File: config.mk
export PLATFORM = sky130hd
export DESIGN_NAME = pipelined_rca_adder
export DESIGN_NICKNAME = d
export VERILOG_FILES = /design/src/rtl/pipelined_rca_adder.sv
export SDC_FILE = /design/constraint.sdc
export NUM_CORES = 1
export LEC_CHECK = 0
export BUFFER_PORTS_ARGS = -buffer_cell sky130_fd_sc_hd__buf_2
export CAP_MARGIN = 20
export CORE_UTILIZATION = 55
export CTS_BUF_LIST = sky130_fd_sc_hd__clkbuf_2
export DETAILED_ROUTE_END_ITERATION = 10
export GPL_ROUTABILITY_DRIVEN = 0
export GPL_TIMING_DRIVEN = 0
export HOLD_SLACK_MARGIN = 0.06
export PLACE_DENSITY = 0.78
export SETUP_SLACK_MARGIN = 0.02
export SLEW_MARGIN = 15
export SYNTH_ARGS = -nofsm -noshare
export SYNTH_HDL_FRONTEND = slang
export SYNTH_SLANG_ARGS = --single-unit
File: constraint.sdc
create_clock -name clk -period 2.73 [get_ports clk]
set_clock_uncertainty 0.05 [all_clocks]
set_input_delay 0.546 -clock clk [delete_from_list [all_inputs] [get_ports clk]]
set_output_delay 0.546 -clock clk [all_outputs]
set_load 0.02 [all_outputs]
File: src/rtl/pipelined_rca_adder.sv
// ---------------------------------------------------------------------------
// pipelined_rca_adder
//   Pipelined ripple-carry adder/subtractor. The WIDTH-bit add is cut into
//   STAGES chunks of CHUNK bits. Each stage ripples one chunk and registers
//   its carry-out for the next stage, so the critical path is one CHUNK-bit
//   ripple. The whole pipeline advances or stalls together, under a
//   valid/ready handshake on each side.
//
// Parameters
//   WIDTH   operand/result width; must be a multiple of STAGES
//   STAGES  pipeline depth (>= 1); latency is exactly STAGES cycles
//
// Ports
//   clk, rst_n            clock (rising edge), asynchronous active-low reset
//   in_valid / in_ready   operand handshake; in_ready = out_ready | ~out_valid
//   A, B                  operands
//   C                     carry-in, add mode only
//   sub                   0: Sum = A+B+C   1: Sum = A-B (A + ~B + 1)
//   out_valid / out_ready result handshake
//   Sum                   result modulo 2^WIDTH
//   finalCarry            carry out of the MSB (sub: 1 = no borrow)
//   overflow              signed overflow (carry into MSB ^ carry out of MSB)
// ---------------------------------------------------------------------------
module pipelined_rca_adder #(
    parameter int WIDTH  = 16,
    parameter int STAGES = 4
) (
    input  logic             clk,
    input  logic             rst_n,
    input  logic             in_valid,
    output logic             in_ready,
    input  logic [WIDTH-1:0] A,
    input  logic [WIDTH-1:0] B,
    input  logic             C,
    input  logic             sub,
    output logic             out_valid,
    input  logic             out_ready,
    output logic [WIDTH-1:0] Sum,
    output logic             finalCarry,
    output logic             overflow
);
    localparam int CHUNK = WIDTH / STAGES;
    // Bits already summed when the last stage runs.
    localparam int LO    = (STAGES - 1) * CHUNK;

    logic             w_adv;
    logic             w_cin0;
    logic [WIDTH-1:0] w_b_eff;
    logic [WIDTH-1:0] w_sum_nxt;
    logic             w_cout_nxt;
    logic             w_ovf_nxt;
    logic             w_vld_nxt;

    // One global advance: a bubble at the output never blocks the pipe.
    assign w_adv    = out_ready | ~out_valid;
    assign in_ready = w_adv;

    // Subtraction is A + ~B + 1; C is ignored in that mode.
    assign w_b_eff = sub ? ~B : B;
    assign w_cin0  = sub | C;

    if (STAGES == 1) begin : g_one
        assign {w_cout_nxt, w_sum_nxt} = {1'b0, A} + {1'b0, w_b_eff}
                                       + {{WIDTH{1'b0}}, w_cin0};
        // Carry into the MSB recovered from the MSB sum bit.
        assign w_ovf_nxt = w_cout_nxt ^ (A[WIDTH-1] ^ w_b_eff[WIDTH-1] ^ w_sum_nxt[WIDTH-1]);
        assign w_vld_nxt = in_valid;
    end else begin : g_pipe
        // Boundary k (1..STAGES-1) sits in front of stage k.
        // r_x holds finished sum chunks below chunk k and untouched A chunks
        // from chunk k up; each stage overwrites its own chunk in place.
        logic [STAGES-1:1][WIDTH-1:0] r_x;
        logic [STAGES-1:1][WIDTH-1:0] r_b;
        logic [STAGES-1:1]            r_c;
        logic [STAGES-1:1]            r_vld_pipe;
        logic [STAGES-1:0][CHUNK-1:0] w_s;
        logic [STAGES-1:0]            w_c;
        logic                         w_unused;

        for (genvar k = 0; k < STAGES; k++) begin : g_stg
            logic [CHUNK-1:0] w_ca;
            logic [CHUNK-1:0] w_cb;
            logic             w_ci;
            if (k == 0) begin : g_in
                assign w_ca = A[CHUNK-1:0];
                assign w_cb = w_b_eff[CHUNK-1:0];
                assign w_ci = w_cin0;
            end else begin : g_in
                assign w_ca = r_x[k][k*CHUNK +: CHUNK];
                assign w_cb = r_b[k][k*CHUNK +: CHUNK];
                assign w_ci = r_c[k];
            end
            assign {w_c[k], w_s[k]} = {1'b0, w_ca} + {1'b0, w_cb} + {{CHUNK{1'b0}}, w_ci};
        end

        always_ff @(posedge clk or negedge rst_n) begin
            if (!rst_n) begin
                r_vld_pipe <= '0;
            end else if (w_adv) begin
                r_vld_pipe[1] <= in_valid;
                for (int k = 1; k < STAGES - 1; k++) r_vld_pipe[k+1] <= r_vld_pipe[k];
            end
        end

        // Data path needs no reset: nothing downstream trusts it without a valid bit.
        always_ff @(posedge clk) begin
            if (w_adv) begin
                r_x[1] <= {A[WIDTH-1:CHUNK], w_s[0]};
                r_b[1] <= w_b_eff;
                r_c[1] <= w_c[0];
                for (int k = 1; k < STAGES - 1; k++) begin
                    r_x[k+1]                   <= r_x[k];
                    r_x[k+1][k*CHUNK +: CHUNK] <= w_s[k];
                    r_b[k+1]                   <= r_b[k];
                    r_c[k+1]                   <= w_c[k];
                end
            end
        end

        assign w_sum_nxt  = {w_s[STAGES-1], r_x[STAGES-1][LO-1:0]};
        assign w_cout_nxt = w_c[STAGES-1];
        assign w_ovf_nxt  = w_c[STAGES-1] ^ (r_x[STAGES-1][WIDTH-1] ^ r_b[STAGES-1][WIDTH-1]
                                             ^ w_s[STAGES-1][CHUNK-1]);
        assign w_vld_nxt  = r_vld_pipe[STAGES-1];
        // Low chunks of B are consumed by the time the last stage runs.
        assign w_unused   = ^r_b[STAGES-1][LO-1:0];
    end

    always_ff @(posedge clk or negedge rst_n) begin
        if (!rst_n) begin
            out_valid  <= 1'b0;
            Sum        <= '0;
            finalCarry <= 1'b0;
            overflow   <= 1'b0;
        end else if (w_adv) begin
            out_valid  <= w_vld_nxt;
            Sum        <= w_sum_nxt;
            finalCarry <= w_cout_nxt;
            overflow   <= w_ovf_nxt;
        end
    end
endmodule
# Yosys cells after proc, flatten, opt, wreduce, memory -nomap -nowiden
# Cells that the tools add are included.
[classes] add_sub_neg=8 mux=1 bitwise=7
[ops] operator="$add 4x4->5" n=4
[ops] operator="$add 5x1->5" n=4
[ops] operator="$mux 16" n=1
[ops] operator="$not 16->16" n=1
[ops] operator="$xor 1x1->1" n=3
[ops] operator="$or 1x1->1" n=2
[ops] operator="$not 1->1" n=1
[word_totals] ff_bits=121 wordCells=28 in_bits=38 out_inout_bits=20

# Logic depth before layout (Yosys ltp)
[logic_depth] word_depth=4 ltp_mapped=8 mapped_depth_nobuf=8

# Least setup slack after synthesis
# No wires, ideal clock.
[synth_timing] kind="input to register" from="input port sub" to="register g_pipe.r_c[1] (netlist name), data pin" t_arrival_ns=2.211 setup_ns=0.254 path_slack_ns=0.215 cell_stages=7 required_ns=2.426 n_path_buf=2 path_cell_list="buf_2 > buf_4 > xor2_1 > fa_1 > fa_1 > a21o_1 > a21o_1"
[synth_via] elab_chain_cells=3 word_cells_on_any_way=4 cone_classes="add/sub (2); mux (1); bitwise (1)"
[synth_rtl] item="start, declared" line_no="35" text="input logic sub,"
[synth_rtl] item="$mux 16" line_no="59" text="assign w_b_eff = sub ? ~B : B;"
[synth_rtl] item="$add 4x4->5" line_no="93" text="assign {w_c[k], w_s[k]} = {1'b0, w_ca} + {1'b0, w_cb} + {{CHUNK{1'b0}}, w_ci};"
[synth_rtl] item="$add 5x1->5 *" line_no="93"
[synth_rtl] item="named net g_pipe.w_c[0]" line_no="77" text="logic [STAGES-1:0] w_c;"
[synth_rtl] item="end signal, assigned by index" line_no="115" text="r_c[k+1] <= w_c[k];"
[synth_rtl] item="end, declared" line_no="74" text="logic [STAGES-1:1] r_c;"
# The timed path passes the listed nets; every way through them passes the cells marked *.
# A chain may end at the register's enable or synchronous reset.

# Worst setup path in the final report
[layout_timing] from="register out_valid" to="output port in_ready"
[layout_via] elab_chain_cells=2
[layout_rtl] item="start, declared" line_no="36" text="output logic out_valid,"
[layout_rtl] item="start signal, assigned" line_no="136" text="out_valid <= w_vld_nxt;"
[layout_rtl] item="$not 1->1" line_no="55" text="assign w_adv = out_ready | ~out_valid;"
[layout_rtl] item="$or 1x1->1" line_no="55"
[layout_rtl] item="end, declared" line_no="31" text="output logic in_ready,"
# Every way passes these cells.

==> impl_metrics.env <==
export IMPL_yosysWarnings=0
export IMPL_final_common_cell="edfxtp_1"
export IMPL_ys_seq_elements=97
export IMPL_grt_max_degree=50
export IMPL_yosysSeqAreaShare_pct=73.4
export IMPL_fmax_mhz=394
export IMPL_syn_nets=265
export IMPL_layout_common_cells="edfxtp_1, buf_2, dfrtp_1, xor2_1"
export IMPL_grt_pass1_wl_um=7730
export IMPL_clk_latency_ns=0.52
export IMPL_worstSetupPathType="reg2out"
export IMPL_cp_num_buf_inv=3
export IMPL_cts_tree="done"
export IMPL_fp_dieH_um=85.3
export IMPL_wirelength_um=4690
export IMPL_crit_arrival_ns=1.94
export IMPL_fin_crit_sh_pct=92.9
export IMPL_first_pass_iters=4
export IMPL_crit_fanout=49
export IMPL_worstPathRequired_ns=2.13
export IMPL_ir_drop_mv=0.420
export IMPL_dieArea_um2=7280
export IMPL_yosys_area_top_type="edfxtp_1"
export IMPL_fp_row_count=29
export IMPL_slew_headroom_pct=68.6
export IMPL_synth_cell_types=23
export IMPL_reg2reg_from="g_pipe.r_c[3]$_DFFE_PP_"
export IMPL_ant_nets=0
export IMPL_postSynthCellCount=207
export IMPL_start_kind="flop"
export IMPL_rsz0062_at_grt="no"
export IMPL_avgSynthCellArea_um2=18.4
export IMPL_pwr_density_cell_nw_per_um2=1010
export IMPL_fillers=474
export IMPL_p_total_mw=4.39
export IMPL_synthArstFlopShare_pct=22.7
export IMPL_numCtsBuffers=9
export IMPL_path_cells="nand2b_4 > clkbuf_8 > buf_12 > buf_2"
export IMPL_synth_flop_cell="edfxtp_1"
export IMPL_min_path_type="in2reg"
export IMPL_synth_top_cell_area_share_pct=59.0
export IMPL_preCtsSetupSlack_ns=0.101
export IMPL_ios=58
export IMPL_core_area_um2=6530
export IMPL_instances_no_fill=358
export IMPL_cpLargestDelayFamily="buffers and inverters"
export IMPL_crit_start="out_valid$_DFFE_PN0P_"
export IMPL_cp_end_kind="output port"
export IMPL_die_w_um=85.3
export IMPL_vias_per_cell=4.85
export IMPL_worst_slew_pin_slew_ns=0.471
export IMPL_port_buffers=56
export IMPL_dp_hpwl_um=3270
export IMPL_placed_cells=341
export IMPL_cts_root_buf="clkbuf_2"
export IMPL_hold_ws_ns=0.131
export IMPL_multi_input_area_um2=926
export IMPL_slew_viol_final=0
export IMPL_synth_edf_count=75
export IMPL_synth_area_um2=3820
export IMPL_leakage_nw=1.84
export IMPL_cts_max_level=3
export IMPL_via_count=1735
export IMPL_grtUsageTotal_pct=14.7
export IMPL_num_antenna_cells=0
export IMPL_outcome="finished, final reports clean"
export IMPL_placed_cell_area_um2=4220
export IMPL_grt_ovfl_total=0
export IMPL_grt_pass1_vias=1666
export IMPL_design_area_um2=4350
export IMPL_cpPeakStageDelay_ns=0.46
export IMPL_finalHoldViolations=0
export IMPL_min_delay_start="A[4]"
export IMPL_finalSetupViolCount=0
export IMPL_finalWorstPathRequiredPeriod_ns=2.54
export IMPL_final_nets=334
export IMPL_drc=0
export IMPL_start_util_pct=58.4
export IMPL_area_growth_pct=13.9
export IMPL_slowest_stage="dfrtp_1"
export IMPL_clock_sinks=97
export IMPL_setup_slack_ns=0.194
export IMPL_dr_first_iter_drc_count=67
export IMPL_drive_gt1_share_pct=33.8
export IMPL_avgRoutedWirePerCell_um=13.1
export IMPL_netlist_top_cells_area="edfxtp_1, dfrtp_1, fa_1"
export IMPL_regArea_um2=2800
export IMPL_path_clk_slew_ns=0.23
export IMPL_clock_path_buffers=2
export IMPL_antenna_found_initial=0
export IMPL_cap_violations=0
-- state kept, by name, summed over array words and instances (netlist names) --
| name | cells |
|---|---|
| Sum | 16 |
| g_pipe.r_c | 3 |
| finalCarry | 1 |
| g_pipe.g_stg.w_ca | 12 |
| overflow | 1 |
| g_pipe.r_vld_pipe | 3 |
| g_pipe.g_stg.w_cb | 12 |
| out_valid | 1 |
| g_pipe.r_x | 36 |
| g_pipe.r_b | 12 |
-- routing by layer --
metal | GRT usage (%) | share of wire [%]
met1 | 19.2 | 45
met2 | 22.5 | 48
met3 | 3.02 | 4.2
met4 | 10.0 | 3.2
met5 | 0 | 0
-- through the flow --
| step | util (%) | TNS [ns] |
|---|---|---|
| 4_1_cts | 66.4 | 0 |
| 3_5_place_dp | 64.6 | 0 |
| 5_1_grt | 66.6 | 0 |
| 3_3_place_gp | 64.2 | -0.444 |
| 2_1_floorplan | - | 0 |
| 6_report | 66.6 | 0 |
-- logic make-up (layout without fill, tap and decap cells) --
family	Yosys count	in the layout	share of synthesized area [%]
AO/OA/AOI/OAI	18	18	2.75
AND/OR/NAND/NOR	14	14	2.13
adder cells (fa/ha/maj)	20	20	8.13
buffers and inverters	17	91	2.33
XOR/XNOR	25	25	5.74
multiplexers	16	16	5.51
flip-flops	97	97	73.4
-- area by class of cell --
cell class / count / area share, %
multi-input combinational: 93 / 21.3
inverter: 12 / 1.04
buffer: 4 / 0.950
sequential: 97 / 64.5
tap: 77 / 2.22
clock inverter: 7 / 1.64
timing repair buffer: 59 / 7.37
clock buffer: 9 / 1.04
-- Yosys cell counts (2+ instances only) --
cell and n:
edfxtp_1 75, dfrtp_1 22, xor2_1 18, ha_1 12, inv_1 12, a21oi_1 10
fa_1 8, mux2_2 8, mux2_4 8, xnor2_1 7, a21o_1 6, nor2_1 5
nand2b_1 3, buf_2 2, nor2b_1 2, o21ai_0 2
-- report_power, final --
group | switching (mW) | total [mW] | internal [mW]
Clock | 0.449 | 0.658 | 0.208
Combinational | 0.697 | 1.29 | 0.591
Sequential | 0.191 | 2.44 | 2.25
-- timing repair --
item,4_1_cts,5_1_grt
setup endpoints to repair,1,1
buffers inserted,0,0
cloned,0,0
endpoints found under the hold margin,22,1
hold buffers,1,1
pin swaps,0,0
resized for setup,0,1
-- worst paths after layout --
kind / end / cells after the start / slack (ns)
max in group asynchronous: Sum[15]$_DFFE_PN0P_ / 2 / 1.90
max reg2reg: overflow$_DFFE_PN0P_ / 8 / 0.80
min: g_pipe.g_stg[1].w_ca[0]$_DFFE_PP_ / 1 / 0.13
min in group asynchronous: Sum[3]$_DFFE_PN0P_ / 2 / 0.41
min reg2reg: g_pipe.r_x[32]$_DFFE_PP_ / 0 / 0.39
max: in_ready / 4 / 0.19
No activity file was read; power rests on OpenSTA's default activity.
